## config.mk

```make
export PLATFORM = sky130hd
export DESIGN_NAME = layer_ram_controller
export DESIGN_NICKNAME = d
export VERILOG_FILES = /design/src/rtl/layer_ram_controller_pkg.sv /design/src/rtl/layer_ram_controller_mac_unit.sv /design/src/rtl/layer_ram_controller.sv
export SDC_FILE = /design/constraint.sdc
export NUM_CORES = 1
export LEC_CHECK = 0
export CORE_MARGIN = 2
export CORE_UTILIZATION = 50
export CTS_CLUSTER_DIAMETER = 100
export CTS_CLUSTER_SIZE = 8
export DETAILED_ROUTE_END_ITERATION = 6
export PLACE_DENSITY_LB_ADDON = 0.05
export SLEW_MARGIN = 20
export SYNTH_ARGS = -nofsm -noshare
export SYNTH_HDL_FRONTEND = slang
export SYNTH_HIERARCHICAL = 1
export SYNTH_SLANG_ARGS = --single-unit
```

## constraint.sdc

```tcl
create_clock -name clk -period 5.1 [get_ports clk]
set_clock_uncertainty 0.15 [all_clocks]
set_input_delay 1.02 -clock clk [delete_from_list [all_inputs] [get_ports clk]]
set_output_delay 1.02 -clock clk [all_outputs]
set_load 0.01 [all_outputs]
```

## src/rtl/layer_ram_controller_pkg.sv

```systemverilog
// Shared definitions for the layer evaluation blocks: sequencer state encoding,
// fixed-point defaults and the output saturation / activation helpers.
package layer_ram_controller_pkg;

    localparam int DATA_W_DEF = 8;
    localparam int FRAC_DEF   = 4;
    localparam int ACC_W_DEF  = 20;
    localparam int WIDE_W     = 64;

    typedef enum logic [2:0] {
        ST_IDLE  = 3'd0,
        ST_RUN   = 3'd1,
        ST_LAST  = 3'd2,
        ST_WRITE = 3'd3,
        ST_DONE  = 3'd4
    } state_e;

    // Clamp a wide signed value into the signed range of a w-bit word.
    function automatic logic signed [WIDE_W-1:0] sat_signed(
        input logic signed [WIDE_W-1:0] v,
        input int unsigned              w
    );
        logic signed [WIDE_W-1:0] hi;
        logic signed [WIDE_W-1:0] lo;
        hi = (64'sd1 <<< (w - 1)) - 64'sd1;
        lo = -(64'sd1 <<< (w - 1));
        if (v > hi) begin
            return hi;
        end
        if (v < lo) begin
            return lo;
        end
        return v;
    endfunction

    function automatic logic signed [WIDE_W-1:0] relu(
        input logic signed [WIDE_W-1:0] v,
        input logic                     en
    );
        if (en && (v < 0)) begin
            return '0;
        end
        return v;
    endfunction

endpackage

```

## src/rtl/layer_ram_controller_mac_unit.sv

```systemverilog
// Signed multiply-accumulate with clear, plus the fixed-point rescale,
// saturation and optional ReLU applied to the accumulator for write-back.
module mac_unit
    import layer_ram_controller_pkg::*;
#(
    parameter int DATA_W = DATA_W_DEF,
    parameter int FRAC   = FRAC_DEF,
    parameter int ACC_W  = ACC_W_DEF
) (
    input  logic                     clk,
    input  logic                     reset,
    input  logic                     clear,
    input  logic                     acc_en,
    input  logic signed [DATA_W-1:0] w_in,
    input  logic signed [DATA_W-1:0] x_in,
    input  logic                     relu_en,
    output logic signed [DATA_W-1:0] y_out
);

    logic signed [ACC_W-1:0]    acc_q;
    logic signed [ACC_W-1:0]    acc_d;
    logic signed [2*DATA_W-1:0] prod;
    logic signed [ACC_W-1:0]    acc_shift;
    logic signed [WIDE_W-1:0]   acc_wide;
    logic signed [WIDE_W-1:0]   sat_v;
    logic signed [WIDE_W-1:0]   act_v;

    always_comb begin
        prod  = w_in * x_in;
        acc_d = acc_q;
        if (clear) begin
            acc_d = '0;
        end else if (acc_en) begin
            acc_d = acc_q + ACC_W'(prod);
        end
    end

    always_ff @(posedge clk or posedge reset) begin
        if (reset) begin
            acc_q <= '0;
        end else begin
            acc_q <= acc_d;
        end
    end

    // Arithmetic shift floors toward -inf, matching the fixed-point format.
    always_comb begin
        acc_shift = acc_q >>> FRAC;
        acc_wide  = WIDE_W'(acc_shift);
        sat_v     = sat_signed(acc_wide, DATA_W);
        act_v     = relu(sat_v, relu_en);
        y_out     = DATA_W'(act_v);
    end

endmodule

```

## src/rtl/layer_ram_controller.sv

```systemverilog
// Slave sequencer evaluating one network layer: streams weights and inputs
// from synchronous RAMs into a MAC, writes one activated output per neuron.
module layer_ram_controller
    import layer_ram_controller_pkg::*;
#(
    parameter int N_NEURONS = 4,
    parameter int N_INPUTS  = 4,
    parameter int DATA_W    = DATA_W_DEF,
    parameter int FRAC      = FRAC_DEF,
    parameter int ACC_W     = ACC_W_DEF,
    parameter int ADDR_W    = 8
) (
    input  logic                         clk,
    input  logic                         reset,
    input  logic                         start,
    input  logic [1:0]                   layer,
    input  logic                         layer_sel,
    output logic                         done,
    output logic [ADDR_W-1:0]            w_addr,
    input  logic [DATA_W-1:0]            w_data,
    output logic [$clog2(N_INPUTS)-1:0]  x_addr,
    input  logic [DATA_W-1:0]            x_data,
    output logic                         y_we,
    output logic [$clog2(N_NEURONS)-1:0] y_addr,
    output logic [DATA_W-1:0]            y_data
);

    localparam int XW = $clog2(N_INPUTS);
    localparam int YW = $clog2(N_NEURONS);

    state_e                   state_q;
    state_e                   state_d;
    logic [1:0]               layer_q;
    logic [1:0]               layer_d;
    logic                     sel_q;
    logic                     sel_d;
    logic [YW-1:0]            neuron_q;
    logic [YW-1:0]            neuron_d;
    logic [XW-1:0]            i_q;
    logic [XW-1:0]            i_d;
    logic                     rd_valid_q;
    logic                     rd_valid_d;
    logic                     acc_clear;
    logic signed [DATA_W-1:0] mac_y;

    always_comb begin
        state_d    = state_q;
        layer_d    = layer_q;
        sel_d      = sel_q;
        neuron_d   = neuron_q;
        i_d        = i_q;
        rd_valid_d = 1'b0;
        acc_clear  = 1'b0;
        done       = 1'b0;
        y_we       = 1'b0;
        y_addr     = '0;
        y_data     = '0;
        w_addr     = '0;
        x_addr     = '0;

        case (state_q)
            ST_IDLE: begin
                if (start) begin
                    layer_d   = layer;
                    sel_d     = layer_sel;
                    neuron_d  = '0;
                    i_d       = '0;
                    acc_clear = 1'b1;
                    state_d   = ST_RUN;
                end
            end
            ST_RUN: begin
                // Data for this address returns next cycle, hence rd_valid lags by one.
                w_addr     = ADDR_W'(int'(layer_q) * N_NEURONS * N_INPUTS
                                     + int'(neuron_q) * N_INPUTS + int'(i_q));
                x_addr     = i_q;
                rd_valid_d = 1'b1;
                if (i_q == XW'(N_INPUTS - 1)) begin
                    i_d     = '0;
                    state_d = ST_LAST;
                end else begin
                    i_d = i_q + XW'(1);
                end
            end
            ST_LAST: begin
                state_d = ST_WRITE;
            end
            ST_WRITE: begin
                y_we      = 1'b1;
                y_addr    = neuron_q;
                y_data    = mac_y;
                acc_clear = 1'b1;
                i_d       = '0;
                if (neuron_q == YW'(N_NEURONS - 1)) begin
                    neuron_d = '0;
                    state_d  = ST_DONE;
                end else begin
                    neuron_d = neuron_q + YW'(1);
                    state_d  = ST_RUN;
                end
            end
            ST_DONE: begin
                done    = 1'b1;
                state_d = ST_IDLE;
            end
            default: begin
                state_d = ST_IDLE;
            end
        endcase
    end

    always_ff @(posedge clk or posedge reset) begin
        if (reset) begin
            state_q    <= ST_IDLE;
            layer_q    <= '0;
            sel_q      <= 1'b0;
            neuron_q   <= '0;
            i_q        <= '0;
            rd_valid_q <= 1'b0;
        end else begin
            state_q    <= state_d;
            layer_q    <= layer_d;
            sel_q      <= sel_d;
            neuron_q   <= neuron_d;
            i_q        <= i_d;
            rd_valid_q <= rd_valid_d;
        end
    end

    mac_unit #(
        .DATA_W (DATA_W),
        .FRAC   (FRAC),
        .ACC_W  (ACC_W)
    ) u_mac (
        .clk     (clk),
        .reset   (reset),
        .clear   (acc_clear),
        .acc_en  (rd_valid_q),
        .w_in    (w_data),
        .x_in    (x_data),
        .relu_en (sel_q),
        .y_out   (mac_y)
    );

endmodule

```

After elaboration in Yosys (flattened, before gate mapping)
Cells that the tools add are included.
{"block": "word_totals", "out_inout_bits": 22, "inputBits": 22, "ff_bits": 31}
{"block": "op_classes", "reduce_logical": 9, "n_lt_le_gt_ge": 3, "n_eq_ne": 8, "add_sub_neg": 5, "n_mul": 1, "mux": 30}
{"op": "2-to-1 mux 64 bit", "count": 4}
{"op": "less-than comparator 64 x 1 -> 1 bit, second input constant", "count": 1}
{"op": "2-to-1 mux 20 bit", "count": 2}
{"op": "2-to-1 mux 8 bit", "count": 4}
{"op": "adder 20 x 16 -> 20 bit", "count": 1}
{"op": "> comparator 16 x 8 -> 1 bit, second input constant", "count": 1}
{"op": "less-than comparator 16 x 8 -> 1 bit, second input constant", "count": 1}
{"op": "multiplier 8 x 8 -> 16 bit", "count": 1}
{"op": "case mux 3 bit (4 select lines)", "count": 1}
{"op": "2-to-1 mux 2 bit", "count": 5}
{"op": "2-to-1 mux 3 bit", "count": 3}
{"op": "adder 7 x 2 -> 8 bit", "count": 1}
{"op": "2-to-1 mux 1 bit", "count": 8}
{"op": "AND reduction 2 bit", "count": 4}
{"op": "adder 6 x 4 -> 7 bit", "count": 1}
{"op": "equality test 3 x 2 -> 1 bit, second input constant", "count": 2}
{"op": "case mux 2 bit (3 select lines)", "count": 1}
{"op": "adder 2 x 1 -> 2 bit, second input constant", "count": 2}
{"op": "equality test 2 bit, second input constant", "count": 2}
{"op": "!= test 2 bit, second input constant", "count": 2}
{"op": "case mux 2 bit (2 select lines)", "count": 1}
{"op": "nonzero test 2 bit", "count": 2}
{"op": "equality test 3 x 1 -> 1 bit, second input constant", "count": 1}
{"op": "equality test 3 bit, second input constant", "count": 1}
{"op": "other kinds (4)", "count": 4}

Longest topological paths before layout
Gate-level depths: netlist of the first run.
{"block": "logic_depth", "depth_word": 10, "depth_mapped": 19, "mapped_depth_nobuf": 18}

Cells and area by module
Netlist of the first run, hierarchy kept.
{"mod": "mac_unit", "area_per_inst_um2": 4490.6, "seq_area_each_um2": 500.5, "n_inst": 1, "cells_per_inst": 465}
{"mod": "layer_ram_controller", "area_per_inst_um2": 681.9, "seq_area_each_um2": 275.3, "n_inst": 1, "cells_per_inst": 73}

Worst setup path after synthesis of the first run
No wires, ideal clock.
{"block": "synth_timing", "kind": "input to register", "startpoint": "input port x_data[1]", "endpoint": "register u_mac.acc_q[19]", "path_slack_ns": -0.845, "arrival_ns": 5.684, "setup_ns": 0.111, "stages": 16, "path_cell_list": "clkbuf_1 > and2_1 > fa_1 > inv_1 > fa_1 > inv_1 > fa_1 > fa_1 > ha_1 > ha_1 > a21o_1 > a21o_1 > a311oi_2 > a31oi_1 > and3_1 > a2111oi_2"}
{"block": "synth_between", "elab_chain_cells": 4}
{"item": "from (decl)", "line_no": "layer_ram_controller.sv:22", "text": "input logic [DATA_W-1:0] x_data,"}
{"item": "multiplier 8 x 8 -> 16 bit", "line_no": "layer_ram_controller_mac_unit.sv:29", "text": "prod = w_in * x_in;"}
{"item": "adder 20 x 16 -> 20 bit", "line_no": "layer_ram_controller_mac_unit.sv:34", "text": "acc_d = acc_q + ACC_W'(prod);"}
{"item": "2-to-1 mux 20 bit", "line_no": "layer_ram_controller_mac_unit.sv:33", "text": "end else if (acc_en) begin"}
{"item": "2-to-1 mux 20 bit", "line_no": "layer_ram_controller_mac_unit.sv:31", "text": "if (clear) begin"}
{"item": "to (signal assigned)", "line_no": "layer_ram_controller_mac_unit.sv:40", "text": "acc_q <= '0;"}
{"item": "to (signal assigned)", "line_no": "layer_ram_controller_mac_unit.sv:42", "text": "acc_q <= acc_d;"}
{"item": "to (decl)", "line_no": "layer_ram_controller_mac_unit.sv:20", "text": "logic signed [ACC_W-1:0] acc_q;"}
Every way passes these cells. The select of a mux whose other input is x is not followed.
A chain may end at the register's enable or synchronous reset.

Final worst setup path of the first run
{"block": "layout_timing", "startpoint": "input port w_data[6]", "endpoint": "register u_mac.acc_q[19]"}
{"block": "layout_between", "elab_chain_cells": 4}
{"item": "from (decl)", "line_no": "layer_ram_controller.sv:20", "text": "input logic [DATA_W-1:0] w_data,"}
{"item": "multiplier 8 x 8 -> 16 bit", "line_no": "layer_ram_controller_mac_unit.sv:29"}
{"item": "adder 20 x 16 -> 20 bit", "line_no": "layer_ram_controller_mac_unit.sv:34"}
{"item": "2-to-1 mux 20 bit", "line_no": "layer_ram_controller_mac_unit.sv:33"}
{"item": "2-to-1 mux 20 bit", "line_no": "layer_ram_controller_mac_unit.sv:31"}
Every way passes these cells. The select of a mux whose other input is x is not followed.

==> results.json, run 1 <==
{
  "async_reset_ff_frac": 1.00,
  "hold_depth": 1,
  "initial_utilization": 0.508,
  "die_height_um": 106,
  "layout-drive-gt1-share": 0.275,
  "min-delay-start": "layer_q[1]$_DFFE_PP0P_",
  "grt_max_degree": 28,
  "antenna-diode-count": 0,
  "die_width_um": 106,
  "drt_first_pass_iters": 4,
  "hp-class": "reg -> reg",
  "setup_viol_count_final": 8,
  "fin_crit_ns": 5.37,
  "vias_per_cell": 5.06,
  "layout.nets": 809,
  "ys_ff_latch": 31,
  "final_common_cell": "inv_1",
  "clock_path_buffers": 2,
  "cp-end-kind": "flop",
  "grt_remaining_overflow": 0,
  "worst_slew_pin_slew_ns": 1.02,
  "grt_pass1_vias": 4362,
  "yosysUniqueCellTypes": 55,
  "ys_seq_area_frac": 0.150,
  "ff2ff_setup_slack_ns": 0.23,
  "place.gp.congestion": 0.880,
  "core_um2": 10200,
  "final_cell_mix": "inv_1, fa_1, buf_4",
  "slew_headroom": 0.317,
  "syn_to_final_growth_pct": 30.5,
  "syn_area_um2": 5170,
  "fin_hold_ws_ns": 0.329,
  "cts_sinks": 31,
  "dieArea_um2": 11200,
  "drt-wirelength-per-cell_um": 14.8,
  "grt_pass1_wl_mm": 20.3,
  "dp_hpwl_mm": 9.71,
  "cts_tree": "built",
  "fin_ws_ns": -0.268,
  "report.final.slew_viol_count": 0,
  "synthFlopType": "dfrtp_1",
  "cp-start-kind": "input pin",
  "numCtsBuffers": 5,
  "cts_root_buf": "clkbuf_8",
  "cts_max_level": 2,
  "drc": 0,
  "clkTransAtPathRegs_ns": 0.06,
  "ant_nets": 0,
  "cap_violations": 0,
  "insertion_delay_ns": 0.28,
  "path_max_fanout": 6,
  "synth-edff-count": 0,
  "rsz0062_at_grt": "yes",
  "path_class": "in -> reg",
  "yosysWarnings": 6,
  "avgSynthCellArea_um2": 9.61,
  "gr-usage-all-layers": 0.224,
  "cts_hold_buf": 0,
  "crit_arrival_ns": 5.39,
  "r2r_cells": 16,
  "violations": "negative setup slack",
  "num_rows": 37,
  "r2r_end": "u_mac/acc_q[12]$_DFFE_PP0P_",
  "hold_end": "layer_q[1]$_DFFE_PP0P_",
  "route.vias.total": 3986,
  "io_buffers": 41,
  "antenna_found_initial": 0,
  "r2r_start": "u_mac/acc_q[6]$_DFFE_PP0P_",
  "io_pins": 44,
  "synthCells": 538,
  "finalHoldViolCount": 0,
  "status": "finished, violations left",
  "cp_data_required_time_ns": 5.12,
  "fmax_mhz": 186,
  "fin_crit_sh": 1.05,
  "wl_mm": 11.6,
  "drtIter0Drc": 130
}
area by class of cell:
class / count / area [um^2]
clock buffer: 6 / 82.6
timing repair buffer: 118 / 983
tap: 136 / 170
clock inverter: 2 / 35.0
multi-input combinational: 386 / 4290
sequential: 31 / 776
fill: 856 / 3440
inverter: 108 / 410
cell usage after synthesis, types with 9 or more instances:
| library cell | count | share of area |
|---|---|---|
| nand2_1 | 31 | 0.022 |
| dfrtp_1 | 31 | 0.15 |
| and3_1 | 16 | 0.019 |
| a21o_1 | 13 | 0.019 |
| mux2i_1 | 9 | 0.017 |
| fa_1 | 88 | 0.34 |
| xnor2_1 | 13 | 0.022 |
| and2_1 | 34 | 0.041 |
| nor2_1 | 34 | 0.025 |
| a21oi_1 | 16 | 0.015 |
| ha_1 | 49 | 0.12 |
| inv_1 | 106 | 0.077 |
metal layers:
| metal | vias up | part of all wire | GRT usage |
|---|---|---|---|
| met5 | - | 0 | 0 |
| met1 | 1992 | 0.45 | 0.301 |
| met4 | 0 | 0.0073 | 0.0367 |
| met2 | 53 | 0.52 | 0.398 |
| li1 | 1930 | - | - |
| met3 | 11 | 0.022 | 0.0235 |
sequential cells by signal, summed over array words and instances (netlist names):
register     cells
neuron_q         2
layer_q          2
u_mac/acc_q     20
state_q          3
rd_valid_q       1
i_q              2
sel_q            1
cells by family (layout without fill, tap and decap cells):
family          Yosys count  after routing  share of synthesized area
xor+xnor                 16             16                     0.0271
flops                    31             31                      0.150
simple gates            148            148                      0.149
buf+inv                 122            234                     0.0919
other cells               1              2                   0.000725
fa+ha+maj               137            137                      0.459
compound gates           70             70                     0.0958
mux                      13             13                     0.0261
worst max-delay path, cell delays in order:
cell and delay, ns:
buf_2 0.12, buf_6 0.13, and2_4 0.15, fa_1 0.55, inv_2 0.04, fa_1 0.49, inv_1 0.05, fa_1 0.49
fa_1 0.46, ha_4 0.30, ha_4 0.20, a21o_1 0.19, a21o_1 0.21, a311oi_2 0.29, a31oi_2 0.16, and3_1 0.20
a2111oi_2 0.32
worst max path at each step:
stage                     depth (start not counted)                     endpoint  slack, ns      start
after floorplan                                  15  u_mac/acc_q[12]$_DFFE_PP0P_      -0.31  w_data[7]
after global placement                           15  u_mac/acc_q[12]$_DFFE_PP0P_      -1.07  w_data[1]
after detailed placement                         20  u_mac/acc_q[12]$_DFFE_PP0P_      -1.05  x_data[0]
after CTS                                        15  u_mac/acc_q[12]$_DFFE_PP0P_      -0.23  w_data[0]
after global routing                             17  u_mac/acc_q[19]$_DFFE_PP0P_      -0.40  w_data[5]
final                                            17  u_mac/acc_q[19]$_DFFE_PP0P_      -0.27  w_data[6]
through the flow:
stage | cells | utilization | setup slack [ns] | setup TNS, ns | cell area, um^2
2_1_floorplan | 539 | - | -0.315 | -1.11 | 5310
3_3_place_gp | 767 | 0.618 | -1.07 | -10.72 | 6300
3_5_place_dp | 767 | 0.618 | -1.05 | -10.85 | 6300
4_1_cts | 782 | 0.646 | -0.230 | -1.12 | 6580
5_1_grt | 787 | 0.663 | -0.400 | -2.33 | 6750
6_report | 787 | 0.663 | -0.268 | -0.966 | 6750
repair_timing:
action,in CTS,in global routing
resized for setup,109,37
endpoints found under the setup margin,12,10
pin swaps,66,50
buffers inserted,8,5
Power of run 1 is not shown: default switching activity piles up to over one toggle a cycle in this logic, so the estimate is an artifact.
==> run 2: changes to the inputs <==
--- a/config.mk
+++ b/config.mk
@@ -5,6 +5,7 @@
 export SDC_FILE = /design/constraint.sdc
 export NUM_CORES = 1
 export LEC_CHECK = 0
+export CAP_MARGIN = 40
 export CORE_MARGIN = 2
 export CORE_UTILIZATION = 50
 export CTS_CLUSTER_DIAMETER = 100
==> results.json, run 2 (synthesis gave the netlist of run 1 again) <==
{
  "regMostFlops": "u_mac/acc_q",
  "r2r_start": "u_mac/acc_q[6]$_DFFE_PP0P_",
  "drc": 0,
  "num_rows": 37,
  "die_width_um": 106,
  "place.gp.congestion": 0.880,
  "syn_to_final_growth_pct": 30.5,
  "cp-start-kind": "input pin",
  "clock_path_buffers": 2,
  "cts_tree": "built",
  "met1_usage": 0.300,
  "status": "finished, violations left",
  "cp-end-kind": "flop",
  "core_um2": 10200,
  "reg.largest.list": "u_mac/acc_q x20, state_q x3",
  "dieArea_um2": 11200,
  "io_buffers": 41,
  "ant_nets": 0,
  "grt_pass1_wl_mm": 20.0,
  "final_cell_mix": "inv_1, fa_1, buf_4",
  "violations": "negative setup slack",
  "crit_arrival_ns": 5.32,
  "grt_pass1_vias": 4358,
  "fin_crit_ns": 5.30,
  "finalHoldViolCount": 0,
  "io_pins": 44,
  "layout.nets": 811,
  "largest_register_ff_count": 20,
  "r2r_end": "u_mac/acc_q[12]$_DFFE_PP0P_",
  "crit_end": "u_mac/acc_q[19]$_DFFE_PP0P_",
  "fin_area_um2": 6750,
  "wl_mm": 11.4,
  "r2r_cells": 16,
  "ff2ff_setup_slack_ns": 0.28,
  "route.vias.total": 3951,
  "vias_per_cell": 5.01,
  "report.final.slew_viol_count": 0,
  "gr-usage-all-layers": 0.221,
  "antenna-diode-count": 0,
  "die_height_um": 106,
  "layout-drive-gt1-share": 0.263,
  "setup_viol_count_final": 7,
  "worst_slew_pin_slew_ns": 0.648,
  "dpl-instance-area_um2": 6310,
  "path_class": "in -> reg",
  "dp_hpwl_mm": 9.80,
  "drt_first_pass_iters": 4,
  "insertion_delay_ns": 0.28,
  "drtIter0Drc": 128,
  "numCtsBuffers": 5,
  "rsz0062_at_grt": "yes",
  "initial_utilization": 0.508,
  "grt_use_met3": 0.0216,
  "grt_remaining_overflow": 0,
  "fmax_mhz": 189,
  "drt-wirelength-per-cell_um": 14.4,
  "grt_max_degree": 24,
  "clkTransAtPathRegs_ns": 0.07,
  "fin_crit_sh": 1.04,
  "cp_data_required_time_ns": 5.13,
  "busiest_layer": "met2",
  "cts_root_buf": "clkbuf_8",
  "fillers": 831,
  "crit_start": "w_data[7]",
  "slew_headroom": 0.568,
  "final_common_cell": "inv_1",
  "antenna_found_initial": 0,
  "grt.met2_usage": 0.385,
  "hp-class": "reg -> reg",
  "cts_max_level": 2,
  "cap_violations": 0,
  "path_max_fanout": 5,
  "cts_sinks": 31,
  "fin_ws_ns": -0.198
}
[run 2: cell types whose count changed in the layout (fill, tap and decap cells not counted), moves of 2 or more]
cell    previous run  this run
buf_6             10        12
ha_4              17        14
fa_2              11         6
inv_2             15         7
buf_2             10         8
inv_1             91        99
fa_1              77        82
nor3_2             0         3
nor3_4             2         0
ha_1              29        31
[run 2: repair_timing]
action | CTS | global route
pin swaps | 59 | 32
resized for setup | 110 | 25
buffers inserted | 8 | 3
endpoints found under the setup margin | 12 | 10
hold buffers | 0 | 0
[run 2: worst max-delay path: stages]
cell	delay (ns)
buf_8	0.11
buf_6	0.11
and2_1	0.18
o21bai_1	0.16
ha_1	0.32
inv_1	0.07
fa_2	0.54
fa_1	0.55
inv_1	0.06
fa_1	0.57
ha_4	0.21
ha_4	0.26
a21o_1	0.22
a311oi_2	0.34
a31oi_2	0.16
and3_1	0.22
a2111oi_2	0.20
[run 2: area by class of cell]
class,count,area (um^2),area share
Clock buffer,6,82.6,0.0122
Sequential cell,31,776,0.115
Clock inverter,2,35.0,0.00519
Multi-Input combinational cell,386,4270,0.632
Timing Repair Buffer,120,1010,0.150
Tap cell,136,170,0.0252
Inverter,108,410,0.0608
[run 2: metrics by stage]
step                      setup TNS (ns)  hold WS, ns  instances  utilization  setup WS, ns
after detailed placement          -10.80        0.326        768        0.619         -1.04
after global placement            -10.72        0.313        767        0.618         -1.07
after global routing               -2.29        0.369        789        0.663        -0.364
final                             -0.819        0.339        789        0.663        -0.198
after floorplan                    -1.11        0.299        539            -        -0.315
after CTS                          -1.19        0.342        784        0.648        -0.226
[run 2: worst min path at each step]
stage,start,endpoint,depth (start not counted)
6_report,sel_q$_DFFE_PP0P_,sel_q$_DFFE_PP0P_,1
4_1_cts,layer_q[1]$_DFFE_PP0P_,layer_q[1]$_DFFE_PP0P_,1
3_3_place_gp,layer_q[1]$_DFFE_PP0P_,layer_q[1]$_DFFE_PP0P_,1
3_5_place_dp,sel_q$_DFFE_PP0P_,sel_q$_DFFE_PP0P_,1
5_1_grt,layer_q[1]$_DFFE_PP0P_,layer_q[1]$_DFFE_PP0P_,1
2_1_floorplan,layer_q[0]$_DFFE_PP0P_,layer_q[0]$_DFFE_PP0P_,1
[run 2: layer usage]
metal / share of wire / vias to the layer above
met3: 0.029 / 16
met2: 0.51 / 60
li1: - / 1940
met1: 0.45 / 1935
met4: 0.013 / 0
met5: 0 / -
Power of run 2 is left out for the same reason.
